===== src/rtl/inst_fetch_pkg.sv =====
// Shared constants for the instruction-fetch slice: widths, enables, FSM encoding, cache geometry.
package inst_fetch_pkg;

    localparam int unsigned AddrLen      = 32;
    localparam int unsigned InstLen      = 32;
    localparam int unsigned ICACHE_IDX_W = 7;

    localparam logic Enable  = 1'b1;
    localparam logic Disable = 1'b0;

    localparam logic [InstLen-1:0] ZERO_WORD = '0;

    localparam logic [0:0] IDLE     = 1'b0;
    localparam logic [0:0] WAIT_MEM = 1'b1;

endpackage


===== src/rtl/icache_dm.sv =====
// Direct-mapped one-word-per-line instruction cache: combinational lookup, synchronous fill.
// Arrays exist only when IF_ICACHE_EN is defined; otherwise lookup always misses and fill is a no-op.
module icache_dm
    import inst_fetch_pkg::*;
#(
    parameter int unsigned ADDR_W = AddrLen,
    parameter int unsigned INST_W = InstLen,
    parameter int unsigned IDX_W  = ICACHE_IDX_W
) (
    input  logic              clk,
    input  logic              rst,
    input  logic              rdy,
    input  logic [ADDR_W-1:0] lookup_addr,
    output logic              hit,
    output logic [INST_W-1:0] rd_data,
    input  logic              fill_en,
    input  logic [ADDR_W-1:0] fill_addr,
    input  logic [INST_W-1:0] fill_data
);

`ifdef IF_ICACHE_EN
    localparam int unsigned TAG_W = ADDR_W - IDX_W - 2;
    localparam int unsigned LINES = 1 << IDX_W;

    logic [LINES-1:0]  valid_q;
    logic [TAG_W-1:0]  tag_q  [LINES];
    logic [INST_W-1:0] data_q [LINES];

    logic [IDX_W-1:0] rd_idx;
    logic [IDX_W-1:0] wr_idx;
    logic [TAG_W-1:0] rd_tag;
    logic [TAG_W-1:0] wr_tag;
    logic             unused_byte_bits;

    assign rd_idx = lookup_addr[IDX_W+1:2];
    assign rd_tag = lookup_addr[ADDR_W-1:IDX_W+2];
    assign wr_idx = fill_addr[IDX_W+1:2];
    assign wr_tag = fill_addr[ADDR_W-1:IDX_W+2];

    // Instructions are word aligned; the byte offset never takes part in lookup.
    assign unused_byte_bits = ^{lookup_addr[1:0], fill_addr[1:0]};

    assign hit     = valid_q[rd_idx] && (tag_q[rd_idx] == rd_tag);
    assign rd_data = data_q[rd_idx];

    always_ff @(posedge clk) begin
        if (!rst) begin
            valid_q <= '0;
        end else if (rdy && fill_en) begin
            valid_q[wr_idx] <= Enable;
        end
    end

    // Tag and data need no reset: a line is only trusted once its valid bit is set.
    always_ff @(posedge clk) begin
        if (rst && rdy && fill_en) begin
            tag_q[wr_idx]  <= wr_tag;
            data_q[wr_idx] <= fill_data;
        end
    end
`else
    logic unused_ports;

    assign hit          = Disable;
    assign rd_data      = '0;
    assign unused_ports = ^{clk, rst, rdy, lookup_addr, fill_en, fill_addr, fill_data};
`endif

endmodule


===== src/rtl/inst_fetch.sv =====
// Instruction-fetch stage: I-cache lookup, miss handshake to memory, registered IF/ID bundle.
// Build option IF_ICACHE_EN enables the cache arrays; without it every fetch goes to memory.
module inst_fetch
    import inst_fetch_pkg::*;
#(
    parameter int unsigned ADDR_W = AddrLen,
    parameter int unsigned INST_W = InstLen,
    parameter int unsigned IDX_W  = ICACHE_IDX_W
) (
    input  logic              clk,
    input  logic              rst,
    input  logic              rdy,
    input  logic              stall_i,
    input  logic              pc_enable_i,
    input  logic [ADDR_W-1:0] pc_i,
    input  logic              pc_jump_enable_i,
    output logic              mem_req_o,
    output logic [ADDR_W-1:0] mem_addr_o,
    input  logic              mem_done_i,
    input  logic [INST_W-1:0] mem_data_i,
    output logic              icache_hitted_o,
    output logic              inst_ready_o,
    output logic [INST_W-1:0] inst_o,
    output logic [ADDR_W-1:0] inst_pc_o,
    output logic              inst_valid_o
);

    logic [0:0]        state_q, state_d;
    logic              discard_q, discard_d;
    logic              mem_req_q, mem_req_d;
    logic [ADDR_W-1:0] mem_addr_q, mem_addr_d;
    logic [INST_W-1:0] inst_q, inst_d;
    logic [ADDR_W-1:0] inst_pc_q, inst_pc_d;
    logic              inst_valid_q, inst_valid_d;
    logic              pend_valid_q, pend_valid_d;
    logic [INST_W-1:0] pend_inst_q, pend_inst_d;
    logic [ADDR_W-1:0] pend_pc_q, pend_pc_d;

    logic              cache_hit;
    logic [INST_W-1:0] cache_data;
    logic              fill_en;
    logic              deliver;

    assign fill_en = (state_q == WAIT_MEM) && mem_done_i;
    // A jump in the same cycle as the return discards it just like an earlier jump.
    assign deliver = !discard_q && !pc_jump_enable_i;

    icache_dm #(
        .ADDR_W(ADDR_W),
        .INST_W(INST_W),
        .IDX_W (IDX_W)
    ) u_icache (
        .clk        (clk),
        .rst        (rst),
        .rdy        (rdy),
        .lookup_addr(pc_i),
        .hit        (cache_hit),
        .rd_data    (cache_data),
        .fill_en    (fill_en),
        .fill_addr  (mem_addr_q),
        .fill_data  (mem_data_i)
    );

    assign icache_hitted_o = rst && pc_enable_i && (state_q == IDLE) && cache_hit;
    assign inst_ready_o    = rst && rdy && fill_en && deliver;

    always_comb begin
        state_d      = state_q;
        discard_d    = discard_q;
        mem_req_d    = mem_req_q;
        mem_addr_d   = mem_addr_q;
        inst_d       = inst_q;
        inst_pc_d    = inst_pc_q;
        inst_valid_d = inst_valid_q;
        pend_valid_d = pend_valid_q;
        pend_inst_d  = pend_inst_q;
        pend_pc_d    = pend_pc_q;

        case (state_q)
            IDLE: begin
                if (pc_jump_enable_i) begin
                    inst_valid_d = Disable;
                    pend_valid_d = Disable;
                end else if (!stall_i) begin
                    // A parked return drains first; no fetch is acted on in that cycle.
                    if (pend_valid_q) begin
                        inst_d       = pend_inst_q;
                        inst_pc_d    = pend_pc_q;
                        inst_valid_d = Enable;
                        pend_valid_d = Disable;
                    end else if (pc_enable_i && cache_hit) begin
                        inst_d       = cache_data;
                        inst_pc_d    = pc_i;
                        inst_valid_d = Enable;
                    end else if (pc_enable_i) begin
                        mem_req_d    = Enable;
                        mem_addr_d   = pc_i;
                        state_d      = WAIT_MEM;
                        inst_valid_d = Disable;
                    end else begin
                        inst_valid_d = Disable;
                    end
                end
            end
            WAIT_MEM: begin
                if (mem_done_i) begin
                    mem_req_d = Disable;
                    state_d   = IDLE;
                    discard_d = Disable;
                    if (deliver && stall_i) begin
                        pend_valid_d = Enable;
                        pend_inst_d  = mem_data_i;
                        pend_pc_d    = mem_addr_q;
                    end else if (deliver) begin
                        inst_d       = mem_data_i;
                        inst_pc_d    = mem_addr_q;
                        inst_valid_d = Enable;
                    end
                end else if (pc_jump_enable_i) begin
                    discard_d = Enable;
                end
                if (pc_jump_enable_i) begin
                    inst_valid_d = Disable;
                end
            end
            default: state_d = IDLE;
        endcase
    end

    always_ff @(posedge clk) begin
        if (!rst) begin
            state_q      <= IDLE;
            discard_q    <= Disable;
            mem_req_q    <= Disable;
            mem_addr_q   <= '0;
            inst_q       <= ZERO_WORD;
            inst_pc_q    <= '0;
            inst_valid_q <= Disable;
            pend_valid_q <= Disable;
            pend_inst_q  <= ZERO_WORD;
            pend_pc_q    <= '0;
        end else if (rdy) begin
            state_q      <= state_d;
            discard_q    <= discard_d;
            mem_req_q    <= mem_req_d;
            mem_addr_q   <= mem_addr_d;
            inst_q       <= inst_d;
            inst_pc_q    <= inst_pc_d;
            inst_valid_q <= inst_valid_d;
            pend_valid_q <= pend_valid_d;
            pend_inst_q  <= pend_inst_d;
            pend_pc_q    <= pend_pc_d;
        end
    end

    assign mem_req_o    = mem_req_q;
    assign mem_addr_o   = mem_addr_q;
    assign inst_o       = inst_q;
    assign inst_pc_o    = inst_pc_q;
    assign inst_valid_o = inst_valid_q;

endmodule

===== config.mk =====
export PLATFORM = sky130hd
export DESIGN_NAME = inst_fetch
export DESIGN_NICKNAME = d
export VERILOG_FILES = /design/src/rtl/inst_fetch_pkg.sv /design/src/rtl/icache_dm.sv /design/src/rtl/inst_fetch.sv
export SDC_FILE = /design/constraint.sdc
export NUM_CORES = 1
export LEC_CHECK = 0
export ABC_AREA = 0
export BUFFER_PORTS_ARGS = -buffer_cell sky130_fd_sc_hd__buf_2
export CORE_UTILIZATION = 30
export DETAILED_ROUTE_END_ITERATION = 10
export PLACE_DENSITY_LB_ADDON = 0.15
export SYNTH_ARGS = -nofsm -noshare
export SYNTH_HDL_FRONTEND = slang
export SYNTH_SLANG_ARGS = --single-unit

===== constraint.sdc =====
create_clock -name clk -period 3.3 [get_ports clk]
set_input_delay 0.99 -clock clk [delete_from_list [all_inputs] [get_ports clk]]
set_output_delay 0.99 -clock clk [all_outputs]
set_load 0.05 [all_outputs]

# After elaboration in Yosys (flattened, before gate mapping)
# Cells that the tools add are included.
# word_totals
ff_bits	165
inputBits	71
out_inout_bits	100
wordCells	84
# op_classes
n_eq_ne	13
muxes	41
n_bitwise	4
n_reduce_logical	16
# ops
operator	n
$mux 32	12
$pmux 32 s2	2
$mux 1	23
$ne 2x2->1 const B	7
$reduce_and 6->1	2
$ne 3x3->1 const B	3
$pmux 1 s2	4
$reduce_and 4->1	2
$reduce_and 7->1	1
$logic_and 1x1->1	6
$reduce_and 5->1	1
$ne 2x1->1 const B	2
$not 1->1	4
$ne 3x2->1 const B	1
$reduce_and 3->1	1
$logic_not 1->1	2
$reduce_bool 2->1	1

# Depth between registers and ports, before layout
# depth
ltp_word	7
depth_mapped	8
depth_no_buf	4

# Cells and area by module
# Synthesis repeated with hierarchy kept, for this count alone.
# unflattened
cells_unflattened	923
hier_area_um2	7612.3
# modules_own_cells
module	n_inst	cells_per_inst	area_each_um2	seq_area_each_um2
inst_fetch	1	889	7360.8	3303.2
icache_dm	1	34	251.5	0.0

# Worst setup path before layout
# OpenSTA, ideal clock, no wires.
# synth_path
path_kind	input to output
from	input rdy
to	output inst_ready_o
arrival_time_ns	2.399
required_time_ns	2.310
setup_slack_ns	-0.089
stages	3
n_path_buf	1
path_cell_list	buf_4 nand4b_1 nor3b_1
# synth_via
elab_chain_len	3
# synth_rtl
element	line_no	text
start: declaration	inst_fetch.sv:12	input logic rdy,
$logic_and 1x1->1 (3 in a row)	inst_fetch.sv:65	assign inst_ready_o = rst && rdy && fill_en && deliver;
end: declaration	inst_fetch.sv:22	output logic inst_ready_o,
# No other way between the ends.

# Worst setup path after layout
# Same ends and word-level chain as after synthesis.

==> run summary <==
The run finished, with violations left. The final reports fail on DRC. The measured slew at the worst slew-check pin is 995.2 ps. The share of total power dissipated in sequential elements is 46.2%. The count of nets left with antenna violations after detail routing is 0.

The synthesized cell area is 0.006750 mm². The area of all placed cells without fillers is 0.008423 mm². The quantity of gates resized following cts is 0. The floorplan die width came out at 152 µm. The largest driver fanout on the critical path came out at 8. The detailed router's first-iteration violation count is 373. The repair_antennas step left the layout with diodes totalling 0. CTS built an H-tree with a depth of 4.

171 I/O pins were placed. For this configuration, the core starts out at a cell density of 30.74%. Among all cell types in the netlist, the one instantiated most often is sky130_fd_sc_hd__dfxtp_1. Once placement finished, the instance area stood at 0.007799 mm². The final max-slew violation count came to 0. The average footprint of a synthesized cell is 8.202 µm². Data on the critical path is required at its endpoint by 2310 ps.

The synthesis-to-layout area growth is 24.78%. In this run the vertical extent of the chip is 152 µm. The main flop type after synthesis is sky130_fd_sc_hd__dfxtp_1. The routed via count divided by cell count is 4.969.

Net switching is 23.90% of the power. The combinational cell fraction of total power is 5.5%. For this design the ratio of total power to cell area is 518.2 mW/mm². The initial antenna violation count came to 0. After layout, the worst path uses 83.97% of the clock period.

Setup repair after global routing left no endpoint under its margin. In the final design database the tool counted 1014 nets. During placement, the flow inserted port buffers numbering 169. The count of unresolved DRC violations after routing came out at 20. The sequential area share after synthesis is 48.93%.

The floorplan has 54 rows. The number of warnings issued by yosys came out at 0. The routed wire length per instance is 15.80 µm. The floorplan step defined a die boundary enclosing 0.02310 mm². The number of buffers inserted by hold repair at cts is 0.

The number of nets in the synthesized netlist is 894. Counting distinct cell types in the post-synthesis netlist gives 28. The clock tree skew after final layout is 13.89 ps.

The global router's overall resource usage is 17.13%. The path type of the worst min-delay path is register to register. The synthesized design contains 165 register bits.

The detailed-route via count is 6142. The maximum vdd drop came out at 236.7 µV. Clock tree synthesis inserted a total of 17 buffers. The critical path is of the primary input to output pin type. In this run the tightest slew margin relative to its limit is 33.65%.

The routability congestion estimate came out at 0.7233. The clock network burns 48.3% of the power. By count the netlist is led by 165 x sky130_fd_sc_hd__dfxtp_1, 134 x sky130_fd_sc_hd__nand2_1, 129 x sky130_fd_sc_hd__o21ai_0. Clock-pin slew was measured on the worst setup and hold paths at 60 ps.

The signal on the critical path passes through buf_2 -> nand4b_1 -> nor3b_2 -> buf_2. The maximum number of buffers from clock root to sink came out at 2. The async set-or-reset flop fraction in the synthesized netlist came out at 0%. The number of global-route vias before repair is 5773. Summed over all layers, the global routing overflow is 0. Counting stages on the worst path, the most repeated cell is sky130_fd_sc_hd__buf_2. The number of enable-type register cells in the synthesized netlist came out at 0. The worst-case register-to-register setup slack is 1230 ps.

The cell type with the highest aggregate area in the netlist is sky130_fd_sc_hd__dfxtp_1. The total count of hold-check failures in the final report is 0. The peak per-stage delay on the critical path came out at 280 ps.

The core box area is 0.02196 mm². The leakage power is 0.004357 µW. The global-route wire length before repair is 31620 µm.

The root buffer cell chosen for the clock tree is sky130_fd_sc_hd__clkbuf_16. TritonCTS built the clock tree. Summed over all layers, the routed wires come to 19530 µm. The total internal power came out at 3322 µW. The share of the synthesized area in the top cell type is 48.93%.

Once detailed placement completed, the half-perimeter wirelength came to 11400 µm. The number of setup buffers added after CTS is 0. Based on the critical path, the design can be clocked at up to 360.9 MHz.

The element type at the critical path end is an output pin. The share of cells above drive strength 1 is 23.74%. After layout, the minimum clock period comes to 2771 ps. STA classifies the critical path startpoint as a primary input. Summed over all nets, the switching power comes to 1043 µW.

The count of clock tree sinks is 165. Entering global routing, the biggest net connects 230 pins. Sorting the synthesized cells by area gives the leading types as sky130_fd_sc_hd__dfxtp_1 49%, sky130_fd_sc_hd__o211a_1 9.6%, sky130_fd_sc_hd__o21ai_0 9.6%. The sum of negative setup slack is 0 ps. The slowest stage of the critical path belongs to the cell sky130_fd_sc_hd__buf_2.

The later-pin clock latency in the skew report came out at 430 ps. The max-cap check violation count came out at 0. Setup violations remaining at the end of the flow were counted as 0.

The first detailed-routing pass ran for 9 iterations. The data arrival at the endpoint of the critical path came out at 1780 ps. Synthesis produced 823 cells.
registers in the layout, summed over array words and instances, names as in the netlist:
name and cells:
discard_q 1, inst_pc_o 32, pend_inst_q 32, mem_req_o 1, state_q 1, mem_addr_o 32
pend_pc_q 32, inst_valid_o 1, pend_valid_q 1, inst_o 32
final cells by class:
cell class	count	area, µm²
tap	280	350.3
clock buffer	19	452.9
fill	2276	13540
clock inverter	13	171.4
sequential	165	3304
timing repair buffer	185	1035
multi-input combinational	570	3094
inverter	4	15.01
path summary, 6_finish.rpt:
path              cells after the start            start               to
setup / recovery                      4              rdy     inst_ready_o
hold reg to reg                       2  pend_inst_q[18]  pend_inst_q[18]
setup reg to reg                      6          state_q        inst_o[7]
hold / removal                        2  pend_inst_q[18]  pend_inst_q[18]
per-stage QoR:
| step | total power (µW) | utilization (%) | setup WS (ps) | std cells | hold slack (ps) |
|---|---|---|---|---|---|
| floorplan | 2205 | - | 382.7 | 823 | 436.4 |
| global placement | 2303 | 35.52 | 329.0 | 1204 | 444.6 |
| detailed placement | 2303 | 35.52 | 288.8 | 1204 | 450.0 |
| CTS | 4434 | 38.36 | 517.8 | 1236 | 460.0 |
| global route | 4543 | 38.36 | 467.8 | 1236 | 477.5 |
| finish | 4365 | 38.36 | 529.0 | 1236 | 454.7 |
logic make-up (layout without fill, tap and decap cells):
kind of cell,Yosys count,in the layout,synth area share (%)
flip-flops,165,165,48.93
AND/OR/NAND/NOR,272,272,17.09
AO/OA/AOI/OAI,297,297,28.32
other,1,1,0.05555
buffers and inverters,88,221,5.598
metal layers:
layer	wire, µm	share of wire, %	vias up	GRT usage (%)
met5	0	0	-	0
met4	114	0.58	0	3.936
met3	860	4.4	7	4.250
met2	9320	48	135	28.66
met1	9234	47	2908	22.17
li1	-	-	3092	-
layout by cell type (no fill, tap or decap), drive strengths merged, types with 2 or more instances in the layout:
| cell | instances |
|---|---|
| a21boi | 34 |
| a21oi | 65 |
| a31oi | 2 |
| buf | 185 |
| bufinv | 3 |
| clkbuf | 19 |
| clkinv | 3 |
| clkinvlp | 4 |
| dfxtp | 165 |
| inv | 7 |
| nand2 | 134 |
| nand3 | 65 |
| nor2 | 65 |
| o211a | 65 |
| o21ai | 129 |
worst max-delay path: cells and delay by family:
family        cells  cell delay (ps)
buf+inv           2              430
simple gates      2              360
power groups by stage:
stage | Combinational (µW) | Clock, µW | Sequential [µW]
floorplan | 106 | 0 | 2100
detailed placement | 242 | 0 | 2060
CTS | 242 | 2180 | 2020
global placement | 242 | 0 | 2060
finish | 240 | 2110 | 2020
global route | 260 | 2270 | 2020
Note: power is estimated with default switching activity, not from simulation.
